[config.mk]
export PLATFORM = sky130hd
export DESIGN_NAME = counter_inc_dec_arb_flat
export DESIGN_NICKNAME = d
export VERILOG_FILES = /design/src/rtl/counter_inc_dec_arb_if.sv /design/src/rtl/counter_inc_dec_arb.sv /design/src/flat_wrapper.sv
export SDC_FILE = /design/constraint.sdc
export NUM_CORES = 1
export LEC_CHECK = 0
export ABC_AREA = 0
export BUFFER_PORTS_ARGS = -buffer_cell sky130_fd_sc_hd__buf_4
export CAP_MARGIN = 20
export CORE_ASPECT_RATIO = 0.8
export CORE_UTILIZATION = 59
export DETAILED_ROUTE_END_ITERATION = 10
export PLACE_DENSITY = 0.95
export SYNTH_ARGS = -nofsm -noshare
export SYNTH_HDL_FRONTEND = slang
export SYNTH_SLANG_ARGS = --single-unit
[constraint.sdc]
create_clock -name clk -period 8.23 [get_ports clk]
set_input_delay 0 -clock clk [delete_from_list [all_inputs] [get_ports clk]]
set_output_delay 0 -clock clk [all_outputs]
set_load 0.03 [all_outputs]
[src/rtl/counter_inc_dec_arb_if.sv]
`default_nettype none
// ============================================================================
// Module   : counter_inc_dec_arb_if
// Brief    : Requester / counter bundle shared between the inc/dec arbiter
//            and its environment (requesters plus the external counter).
// Revision : 1.0 - initial release
// ============================================================================
interface counter_inc_dec_arb_if #(
    parameter int NREQ = 4,
    parameter int CW   = 8
);
    // Requester side
    logic [NREQ-1:0] req;
    logic [NREQ-1:0] op;
    logic [NREQ-1:0] gnt;

    // External counter side
    logic            inc;
    logic            dec;
    logic [CW-1:0]   cnt;

    // Shadow and status
    logic [CW-1:0]   exp_cnt;
    logic            at_max;
    logic            at_min;
    logic            err;
    logic            err_sticky;

    // Environment view: requesters and the counter drive req/op/cnt
    modport master (
        output req, op, cnt,
        input  gnt, inc, dec, exp_cnt, at_max, at_min, err, err_sticky
    );

    // Arbiter view
    modport slave (
        input  req, op, cnt,
        output gnt, inc, dec, exp_cnt, at_max, at_min, err, err_sticky
    );
endinterface
`default_nettype wire

[src/rtl/counter_inc_dec_arb.sv]
`default_nettype none
// ============================================================================
// Module   : counter_inc_dec_arb
// Brief    : Round-robin arbiter sharing one external up/down counter between
//            NREQ requesters. Grants one inc or dec per cycle, never past
//            MAX/MIN, and keeps a shadow of the expected count that is
//            re-aligned (with an error pulse) when the counter diverges.
// Revision : 1.0 - initial release
// ============================================================================
module counter_inc_dec_arb #(
    parameter int NREQ = 4,   // must match the interface instance
    parameter int CW   = 8,   // must match the interface instance
    parameter int MAX  = 255,
    parameter int MIN  = 0
) (
    input  logic                  clk,
    input  logic                  rst,
    counter_inc_dec_arb_if.slave  bus
);

    localparam int RW = (NREQ > 1) ? $clog2(NREQ) : 1;

    localparam logic [CW-1:0] c_MAX_CNT = CW'(MAX);
    localparam logic [CW-1:0] c_MIN_CNT = CW'(MIN);
    localparam logic [NREQ-1:0] c_ONE_HOT0 = NREQ'(1);
    localparam logic [RW-1:0] c_LAST_IDX = RW'(NREQ - 1);
    localparam logic [RW:0]   c_NREQ_W   = (RW + 1)'(NREQ);

    // State encoding
    localparam logic [1:0] c_ST_SYNC   = 2'd0;
    localparam logic [1:0] c_ST_RUN    = 2'd1;
    localparam logic [1:0] c_ST_RESYNC = 2'd2;

    // Registered state and outputs
    logic [1:0]      r_state;
    logic [RW-1:0]   r_rr;
    logic [NREQ-1:0] r_gnt;
    logic            r_inc;
    logic            r_dec;
    logic [CW-1:0]   r_exp_cnt;
    logic            r_err;
    logic            r_err_sticky;

    // Combinational helpers
    logic [CW-1:0]   w_proj;
    logic            w_proj_max;
    logic            w_proj_min;
    logic [NREQ-1:0] w_elig;
    logic            w_found;
    logic [RW-1:0]   w_win;
    logic [RW:0]     w_sum;
    logic [RW-1:0]   w_rr_next;
    logic            w_mismatch;

    // Count as it will be once the op already on inc/dec lands in the counter
    assign w_proj     = r_exp_cnt + CW'(r_inc) - CW'(r_dec);
    assign w_proj_max = (w_proj == c_MAX_CNT);
    assign w_proj_min = (w_proj == c_MIN_CNT);
    assign w_mismatch = (bus.cnt != r_exp_cnt);

    // A requester may go only if its op keeps the count inside [MIN, MAX];
    // the one granted this cycle sits out so a still-held req is not served
    // twice for a single request.
    for (genvar gi = 0; gi < NREQ; gi++) begin : g_elig
        assign w_elig[gi] = bus.req[gi] && !r_gnt[gi] &&
                            (bus.op[gi] ? !w_proj_min : !w_proj_max);
    end

    // Round-robin search starting at the pointer, wrapping modulo NREQ
    always_comb begin
        w_found = 1'b0;
        w_win   = '0;
        w_sum   = '0;
        for (int j = 0; j < NREQ; j++) begin
            w_sum = {1'b0, r_rr} + (RW + 1)'(j);
            if (w_sum >= c_NREQ_W) begin
                w_sum = w_sum - c_NREQ_W;
            end
            if (!w_found && w_elig[w_sum[RW-1:0]]) begin
                w_found = 1'b1;
                w_win   = w_sum[RW-1:0];
            end
        end
    end

    assign w_rr_next = (w_win == c_LAST_IDX) ? '0 : w_win + RW'(1);

    // Control FSM, arbitration, shadow tracking and mismatch recovery
    always_ff @(posedge clk) begin
        if (rst) begin
            r_state      <= c_ST_SYNC;
            r_rr         <= '0;
            r_gnt        <= '0;
            r_inc        <= 1'b0;
            r_dec        <= 1'b0;
            r_exp_cnt    <= '0;
            r_err        <= 1'b0;
            r_err_sticky <= 1'b0;
        end else begin
            // Grants and the error flag are single-cycle pulses by default
            r_gnt     <= '0;
            r_inc     <= 1'b0;
            r_dec     <= 1'b0;
            r_err     <= 1'b0;
            r_exp_cnt <= w_proj;

            case (r_state)
                c_ST_SYNC: begin
                    // Counter is coming out of reset; give it one quiet cycle
                    r_state <= c_ST_RUN;
                end

                default: begin
                    if (w_mismatch) begin
                        // Trust the counter, then add back whatever op it
                        // is absorbing on this same edge.
                        r_err        <= 1'b1;
                        r_err_sticky <= 1'b1;
                        r_exp_cnt    <= bus.cnt + CW'(r_inc) - CW'(r_dec);
                        r_state      <= c_ST_RESYNC;
                    end else begin
                        // The quiet cycle spent in RESYNC is the single
                        // no-grant cycle; arbitration resumes at its exit.
                        r_state <= c_ST_RUN;
                        if (w_found) begin
                            r_gnt <= c_ONE_HOT0 << w_win;
                            r_inc <= ~bus.op[w_win];
                            r_dec <= bus.op[w_win];
                            r_rr  <= w_rr_next;
                        end
                    end
                end
            endcase
        end
    end

    assign bus.gnt        = r_gnt;
    assign bus.inc        = r_inc;
    assign bus.dec        = r_dec;
    assign bus.exp_cnt    = r_exp_cnt;
    assign bus.at_max     = w_proj_max;
    assign bus.at_min     = w_proj_min;
    assign bus.err        = r_err;
    assign bus.err_sticky = r_err_sticky;

endmodule
`default_nettype wire

[src/flat_wrapper.sv]
// flat-port wrapper written by rule: the top's interface ports become plain ports
module counter_inc_dec_arb_flat 
#(
    parameter int NREQ = 4,                                       
    parameter int CW   = 8,                                       
    parameter int MAX  = 255,
    parameter int MIN  = 0
)
  (clk, rst, bus_req, bus_op, bus_cnt, bus_gnt, bus_inc, bus_dec, bus_exp_cnt, bus_at_max, bus_at_min, bus_err, bus_err_sticky);
  counter_inc_dec_arb_if #(.NREQ(NREQ), .CW(CW)) bus_i ();
  input  logic clk;
  input  logic rst;
  input wire logic [$bits(bus_i.req)-1:0] bus_req;
  input wire logic [$bits(bus_i.op)-1:0] bus_op;
  input wire logic [$bits(bus_i.cnt)-1:0] bus_cnt;
  output wire logic [$bits(bus_i.gnt)-1:0] bus_gnt;
  output wire logic [$bits(bus_i.inc)-1:0] bus_inc;
  output wire logic [$bits(bus_i.dec)-1:0] bus_dec;
  output wire logic [$bits(bus_i.exp_cnt)-1:0] bus_exp_cnt;
  output wire logic [$bits(bus_i.at_max)-1:0] bus_at_max;
  output wire logic [$bits(bus_i.at_min)-1:0] bus_at_min;
  output wire logic [$bits(bus_i.err)-1:0] bus_err;
  output wire logic [$bits(bus_i.err_sticky)-1:0] bus_err_sticky;
  assign bus_i.req = bus_req;
  assign bus_i.op = bus_op;
  assign bus_i.cnt = bus_cnt;
  assign bus_gnt = bus_i.gnt;
  assign bus_inc = bus_i.inc;
  assign bus_dec = bus_i.dec;
  assign bus_exp_cnt = bus_i.exp_cnt;
  assign bus_at_max = bus_i.at_max;
  assign bus_at_min = bus_i.at_min;
  assign bus_err = bus_i.err;
  assign bus_err_sticky = bus_i.err_sticky;
  counter_inc_dec_arb #(.NREQ(NREQ), .CW(CW), .MAX(MAX), .MIN(MIN)) u_core (.clk(clk), .rst(rst), .bus(bus_i));
endmodule
==> results.cfg, run 1 <==
[synth]
yosys_warnings = 0
yosysTopAreaCell = dfxtp_1
synthTopCellsByCount = 26 x inv_1, 21 x nor2_1, 19 x dfxtp_1
ys_seq_elements = 19
syn_area_sq_mm = 0.00173
synth_nets = 241
ys_seq_area_frac = 0.220
synth_edf_count = 0
async_flop_share = 0
avgSynthCellArea_sq_um = 8.39
synthTopCellsByArea = dfxtp_1 22%, ha_1 11%, inv_1 5.6%
synth_top_area_frac = 0.220
synth_most_common_cell = inv_1
netlist_instances = 206
synth_cell_types = 50
synth_ff_type = dfxtp_1

[outcome]
status = complete, no violations

[job]
maxCapViolCount = 0

[critical_path]
rr_startpoint = u_core.bus.inc
rr_endpoint = u_core.bus.inc
critPathCaptureType = flop
cp_top_family = compound AO/OA/AOI/OAI gates
crit_chain = inv_1 -> ha_1 -> inv_1 -> ha_1 -> fa_1 -> a211o_1 -> and3_1 -> o311ai_2 -> a211oi_1 -> and3_1 -> a211oi_1 -> mux2i_1 -> o221ai_2 -> mux2i_1 -> a22o_1
crit_slowest_cell = fa_1
critPathLaunchType = flop
cp.depth = 15
path_buf_inv = 2
reg2reg_slack_ns = 4.08
critPathMaxStageDelay_ns = 0.43
cp.arrival_ns = 4.40
crit_type = reg -> reg
cp.required_ns = 8.48
r2r_cells = 15
crit_fanout = 7

[power]
power.internal_mw = 0.253
clockPowerShare = 0.099
p_leak_nw = 0.942
seq_power_share = 0.258
power_mw = 0.492
combPwrFrac = 0.643
switchingPower_mw = 0.239
switching_share = 0.485
ir_worst_vdd_v = 0.000139
powerDensity_mw_per_mm2 = 239

[layout]
nFillCells = 225
drive_above_1_share = 0.202
fin_nets = 278
syn_to_final_growth_pct = 19.0
antenna_cells = 0

[floorplan]
io_pins = 36
row_count = 17
core_area_sq_mm = 0.00277
die_x_um = 62.5
initial_core_util = 0.625
dieHeight_um = 50.4
die_area_sq_mm = 0.00315

[timing]
grt_setup_unrepaired = no
layout_min_cycle_time_ns = 4.15
worstMarginPinSlew_ns = 0.578
finalCritPeriodShare = 0.505
setup-violations-final = 0
maxSlewHeadroom = 0.611
slew_violations = 0
fin_skew_ns = 0.0109
fin_setup_tns_ns = 0
hold_viol = 0
fmax_ghz = 0.241

[worst_hold_path]
hold_start = bus_op[3]
worstHoldPathType = in -> reg
holdPathEnd = u_core.bus.dec
min_path_cells = 3

[clock_tree]
clkLatencyLatePin_ns = 0.30
path_clk_slew_ns = 0.12
clk_path_buf_depth = 2
clock_sinks = 19
cts_tree = yes
cts_max_level = 1
cts_buffers = 3
cts_root_buffer = clkbuf_4
cts_resized = 0

[routing]
viasPerCell = 5.87
detail-route-antenna-nets = 0
first_iter_violations = 105
wl_per_cell_um = 14.6
vias = 1643
totalWireLength_mm = 4.08
drc = 0
drt-pass1-iter-count = 4

[grt]
grt_overflow_total = 0
grt_pass1_vias = 1540
grt_antenna_before_repair = 0
grt_util_all_layers = 0.283
grt_pass1_wl_mm = 7.00
grt_max_degree = 18

[placement]
io_buffers = 35
place_hpwl_mm = 3.34
gp_congestion = 0.896
power groups by stage:
stage	sequential [mW]	clock (mW)	combinational [mW]
CTS	0.126	0.0481	0.313
global route	0.128	0.0521	0.347
global placement	0.127	0	0.303
detailed placement	0.128	0	0.310
finish	0.127	0.0487	0.316
floorplan	0.146	0	0.215
worst reg2reg max path: cells and delay by family (launching register included):
kind | cells | cell delay (ns)
compound gates | 6 | 1.77
fa+ha+maj | 3 | 0.93
buf+inv | 2 | 0.10
flops | 1 | 0.34
mux | 2 | 0.45
simple gates | 2 | 0.52
logic make-up after synthesis:
logic type,count (synthesis),synth area share
XOR/XNOR,18,0.0912
buffers and inverters,31,0.0724
AND/OR/NAND/NOR,56,0.169
multiplexers,7,0.0406
flip-flops,19,0.220
adder cells (fa/ha/maj),17,0.132
AO/OA/AOI/OAI,58,0.275
cell usage in the layout (no fill, tap or decap), types with 4 or more instances in the layout:
cell      Yosys  routed
mux2i_1       7       7
ha_1         15      15
nand2_1       6       6
inv_1        26      26
buf_4         0      36
xor2_1       11      11
o21bai_1      4       4
nor2_1       21      21
a211o_1       4       4
a21oi_1      15      15
dfxtp_1      19      19
or3_1         4       4
xnor2_1       7       7
nor2b_1       4       4
a211oi_1      7       7
worst max path at each step:
stage	startpoint	end	slack, ns
2_1_floorplan	u_core.bus.inc	u_core.bus.dec	4.22
3_3_place_gp	u_core.bus.inc	u_core.bus.dec	4.23
3_5_place_dp	u_core.bus.inc	u_core.bus.dec	4.18
4_1_cts	u_core.bus.inc	u_core.bus.dec	4.15
5_1_grt	u_core.bus.inc	u_core.bus.gnt[3]	3.76
6_report	u_core.bus.inc	u_core.bus.inc	4.08
state kept, by name, indices dropped and copies added, names as in the netlist:
register,flops
u_core.bus.exp_cnt,8
u_core.bus.gnt,4
u_core.r_rr,2
u_core.bus.dec,1
u_core.bus.err,1
u_core.bus.err_sticky,1
u_core.bus.inc,1
u_core.r_state,1
timing repair:
action | in CTS | in global routing
hold buffers | 1 | 0
setup buffers | 0 | 0
endpoints found under the hold margin | 7 | 0
stage by stage:
step	utilization	setup WS, ns	hold WS (ns)	std cells	area (sq um)
floorplan	-	4.22	0.0716	206	1730
global placement	0.730	4.23	0.302	275	2020
detailed placement	0.730	4.18	0.311	275	2020
CTS	0.743	4.15	0.0502	280	2060
global route	0.743	3.76	0.0894	280	2060
finish	0.743	4.08	0.0510	280	2060
metal layers:
metal	up-vias	part of all wire	GRT usage
met5	-	0	0
met4	0	0.0088	0.0814
met3	4	0.079	0.0409
met2	62	0.44	0.431
met1	761	0.47	0.411
li1	816	-	-
final cells by class:
cell class	count	area (sq um)	share of cell area
multi-input cells	156	1220	0.595
inverters	26	97.6	0.0475
clock buffers	3	22.5	0.0110
clock inverters	1	5.00	0.00243
flip-flops and latches	19	380	0.185
well taps	38	47.5	0.0231
repair buffers	37	280	0.136
Power figures use the tool's default switching activity.
==> run 2: changes to the inputs <==
Settings changed: ABC_AREA 0 to 1, CORE_UTILIZATION 59 to 57, PLACE_DENSITY 0.95 to 0.93.
Clock period 8.23 ns to 4.3 ns, I/O delays scaled along.
==> results.cfg, run 2 <==
[grt]
grt_antenna_before_repair = 0
grt_util_all_layers = 0.303
grt_pass1_vias = 2145
grt_pass1_wl_mm = 9.75
grt_max_degree = 13
grt_overflow_total = 0

[layout]
antenna_cells = 0
fin_nets = 394
drive_above_1_share = 0.223
postLayoutCoreUtil = 0.709
final_cell_area_sq_mm = 0.00248
layout.cells.most_common = nand2_1
syn_to_final_growth_pct = 17.2
largest_reg_flops = 8
layout_common_cells = 73 x nand2_1, 46 x inv_1, 38 x nand3_1
final_cells = 400

[synth]
synth_cell_types = 31
yosys_warnings = 0
syn_area_sq_mm = 0.00211
synth_top_area_frac = 0.180
synth_edf_count = 0
ys_seq_elements = 19
yosysTopAreaCell = dfxtp_1
synth_ff_type = dfxtp_1
synth_nets = 354
async_flop_share = 0
synth_most_common_cell = nand2_1
netlist_instances = 319
synthTopCellsByArea = dfxtp_1 18%, nand2_1 13%, nand3_1 9.0%
avgSynthCellArea_sq_um = 6.63
ys_seq_area_frac = 0.180
synthTopCellsByCount = 73 x nand2_1, 46 x inv_1, 38 x nand3_1

[routing]
wl_per_cell_um = 14.4
drc = 0
viasPerCell = 6.00
totalWireLength_mm = 5.76
first_iter_violations = 279
drt-pass1-iter-count = 5
vias = 2398
detail-route-antenna-nets = 0

[clock_tree]
clkLatencyLatePin_ns = 0.26
cts_max_level = 1
cts_root_buffer = clkbuf_8
clock_sinks = 19
clk_path_buf_depth = 2
cts_resized = 0
post-cts-setup-buffer-count = 0
postCtsHoldBufs = 1
cts_tree = yes
cts_buffers = 3
path_clk_slew_ns = 0.08

[floorplan]
initial_core_util = 0.605
die_x_um = 70.1
dieHeight_um = 56.5
io_pins = 36
core_area_sq_mm = 0.00349
die_area_sq_mm = 0.00396
row_count = 19

[critical_path]
crit_start = u_core.bus.inc
critPathCaptureType = flop
cp.arrival_ns = 3.66
critPathLaunchType = flop
cp.required_ns = 4.46
crit_type = reg -> reg
rr_startpoint = u_core.bus.inc
crit_fanout = 6

[outcome]
status = complete, no violations

[timing]
grt_setup_unrepaired = no
finalCritPeriodShare = 0.815
fin_skew_ns = 0.00520
maxSlewHeadroom = 0.637
holdWs_ns = 0.104
hold_viol = 0
layout_min_cycle_time_ns = 3.51
fin_setup_tns_ns = 0
setup-violations-final = 0
fmax_ghz = 0.285
worstMarginPinSlew_ns = 0.543
setup_slack_ns = 0.794
slew_violations = 0

[job]
maxCapViolCount = 0

[power]
powerDensity_mw_per_mm2 = 545
p_leak_nw = 1.30
ir_worst_vdd_v = 0.000270
power_mw = 1.35

[placement]
io_buffers = 35
place_hpwl_mm = 4.57
place_inst = 395
dpl_cell_area_sq_mm = 0.00242
pre_cts_ws_ns = 0.903
gp_congestion = 0.994

[worst_hold_path]
worstHoldPathType = in -> reg
hold_start = bus_cnt[0]
[run 2: changes by cell type after synthesis, moves of 5 or more]
cell	before	now
a211oi_1	7	0
inv_1	26	46
inv_2	0	5
mux2i_1	7	0
nand2_1	6	73
nand2_2	0	8
nand3_1	1	38
nand3_2	0	14
nand4_1	3	16
nor2_1	21	27
o22ai_1	1	6
[run 2: worst max-delay path, stage by stage, from the launching register on]
cell	delay (ns)
dfxtp_1	0.34
inv_1	0.05
ha_1	0.26
inv_1	0.05
ha_1	0.21
fa_1	0.44
xnor2_1	0.31
and2_1	0.20
nand3_2	0.13
nor2_4	0.18
nand3_2	0.13
nand3_2	0.09
nand2_1	0.07
nand2_2	0.13
nand2_4	0.07
nand2_8	0.10
nand3b_1	0.09
nand3_1	0.14
nand2_2	0.12
inv_2	0.11
nand3_1	0.07
nand2_1	0.07
nor2_1	0.05
[run 2: final cells by class]
cell class	instances	area [sq um]
clock buffers	3	41.3
clock inverters	1	5.00
fillers	283	1020
inverters	52	195
multi-input cells	247	1530
flip-flops and latches	19	380
well taps	42	52.6
repair buffers	36	273
[run 2: layer usage]
| metal | GRT usage | vias to the layer above | share of wire |
|---|---|---|---|
| met5 | 0 | - | 0 |
| li1 | - | 1141 | - |
| met2 | 0.493 | 167 | 0.43 |
| met1 | 0.420 | 1068 | 0.43 |
| met3 | 0.0323 | 22 | 0.12 |
| met4 | 0.100 | 0 | 0.026 |
[run 2: kinds of logic after synthesis]
family          share of synthesized area
xor+xnor                           0.0456
fa+ha+maj                           0.108
flops                               0.180
buf+inv                            0.0959
simple gates                        0.514
compound gates                     0.0568
[run 2: final timing paths]
kind / slack (ns) / to / cells after the start
worst min register to register: 0.48 / u_core.bus.err_sticky / 2
worst max register to register: 0.79 / u_core.bus.dec / 22
worst min-delay path: 0.10 / u_core.bus.exp_cnt[0] / 3
worst max-delay path: 0.79 / u_core.bus.dec / 22
[run 2: power by group]
group          switching (mW)  internal, mW
sequential             0.0351         0.205
combinational           0.651         0.330
clock                  0.0657        0.0646
total                   0.752         0.600
==> run 3: changes to the inputs <==
Settings changed: ABC_AREA 1 to 0, CORE_UTILIZATION 57 to 50, PLACE_DENSITY 0.93 to 0.89.
Clock period 4.3 ns to 3 ns, I/O delays scaled along.
==> results.cfg, run 3 (synthesis results as in run 1) <==
[outcome]
status = complete, but fails checks
violations = negative setup slack

[layout]
drive_above_1_share = 0.440
layout.cells.most_common = buf_4
nFillCells = 190
syn_to_final_growth_pct = 54.4
largest_reg_flops = 8
antenna_cells = 0
fin_nets = 327
layout_common_cells = 85 x buf_4, 24 x inv_1, 20 x nor2_1
final_cell_area_sq_mm = 0.00267
postLayoutCoreUtil = 0.834
final_cells = 331

[floorplan]
initial_core_util = 0.540
die_x_um = 67.7
row_count = 18
core_area_sq_mm = 0.00320
die_area_sq_mm = 0.00370
dieHeight_um = 54.6
io_pins = 36

[power]
clockPowerShare = 0.093
switching_share = 0.466
power.internal_mw = 1.05
power_mw = 1.96
seq_power_share = 0.171
combPwrFrac = 0.737
ir_worst_vdd_v = 0.000371
p_leak_nw = 1.22
switchingPower_mw = 0.914
powerDensity_mw_per_mm2 = 735

[routing]
drt-pass1-iter-count = 5
wl_per_cell_um = 20.3
detail-route-antenna-nets = 0
viasPerCell = 6.35
vias = 2102
totalWireLength_mm = 6.74
drc = 0
first_iter_violations = 152

[clock_tree]
path_clk_slew_ns = 0.08
cts_max_level = 1
cts_root_buffer = clkbuf_8
clkLatencyLatePin_ns = 0.26
clock_sinks = 19
cts_tree = yes
clk_path_buf_depth = 2
cts_buffers = 3

[grt]
grt_max_degree = 18
grt_antenna_before_repair = 0
grt_pass1_wl_mm = 8.30
grt_pass1_vias = 1804
grt_overflow_total = 0
grt_util_all_layers = 0.311

[placement]
place_inst = 320
place_hpwl_mm = 3.93
gp_congestion = 0.858
pre_cts_ws_ns = -0.721
io_buffers = 35
dpl_cell_area_sq_mm = 0.00243

[timing]
fin_setup_tns_ns = -7.68
slew_violations = 0
fmax_ghz = 0.248
setup-violations-final = 9
setup_slack_ns = -1.04
hold_viol = 0
maxSlewHeadroom = 0.597
fin_skew_ns = 0.00669
layout_min_cycle_time_ns = 4.04
finalCritPeriodShare = 1.35
worstMarginPinSlew_ns = 0.604
holdWs_ns = 0.0542
grt_setup_unrepaired = yes

[critical_path]
crit_type = reg -> reg
reg2reg_slack_ns = -1.04
critPathCaptureType = flop
cp.arrival_ns = 4.20
crit_slowest_cell = a2111oi_4
crit_chain = inv_2 -> ha_4 -> inv_2 -> ha_4 -> fa_2 -> a211o_1 -> buf_4 -> a21oi_4 -> buf_4 -> nor4_4 -> nand4_1 -> a21o_1 -> nor2_2 -> a2111oi_4 -> o221ai_4 -> buf_6 -> xor2_1 -> a211oi_1
crit_fanout = 4
critPathMaxStageDelay_ns = 0.48
critPathLaunchType = flop
cp.required_ns = 3.16

[job]
maxCapViolCount = 0

[worst_hold_path]
worstHoldPathType = in -> reg
## run 3: final cells by class
| class | instances | area (sq um) | area share |
|---|---|---|---|
| timing repair buffer | 86 | 649 | 0.243 |
| clock buffer | 3 | 41.3 | 0.0155 |
| tap | 40 | 50.0 | 0.0188 |
| multi-input combinational | 156 | 1440 | 0.539 |
| clock inverter | 1 | 5.00 | 0.00188 |
| inverter | 26 | 97.6 | 0.0366 |
| sequential | 19 | 385 | 0.144 |
## run 3: power by group through the flow
stage / clock, mW / sequential (mW) / combinational [mW]
floorplan: 0 / 0.400 / 0.645
global placement: 0 / 0.332 / 1.17
detailed placement: 0 / 0.334 / 1.21
CTS: 0.181 / 0.329 / 1.26
global route: 0.194 / 0.336 / 1.51
finish: 0.182 / 0.334 / 1.44
## run 3: worst paths after layout
check	startpoint	to	depth (start not counted)
max	u_core.bus.inc	u_core.r_rr[1]	18
min	rst	u_core.bus.exp_cnt[0]	2
min reg2reg	u_core.bus.err_sticky	u_core.bus.err_sticky	2
max reg2reg	u_core.bus.inc	u_core.r_rr[1]	18
## run 3: timing repair
item,CTS,global route
setup buffers,2,6
cloned,0,0
endpoints found under the setup margin,9,9
gates resized for setup,8,16
pin swaps,5,14
hold buffers,0,0
## run 3: critical path, delay by kind of cell, from the launching register on
family | cells | cell delay [ns]
AND/OR/NAND/NOR | 3 | 0.30
XOR/XNOR | 1 | 0.14
adder cells (fa/ha/maj) | 3 | 0.76
buffers and inverters | 5 | 0.59
flip-flops | 1 | 0.37
AO/OA/AOI/OAI | 6 | 1.76
## run 3: per-layer routing
layer	vias to the layer above	global-route usage	share of wire
met5	-	0	0
met4	0	0.0745	0.067
met3	56	0.0354	0.088
met2	166	0.554	0.46
met1	969	0.401	0.39
li1	911	-	-
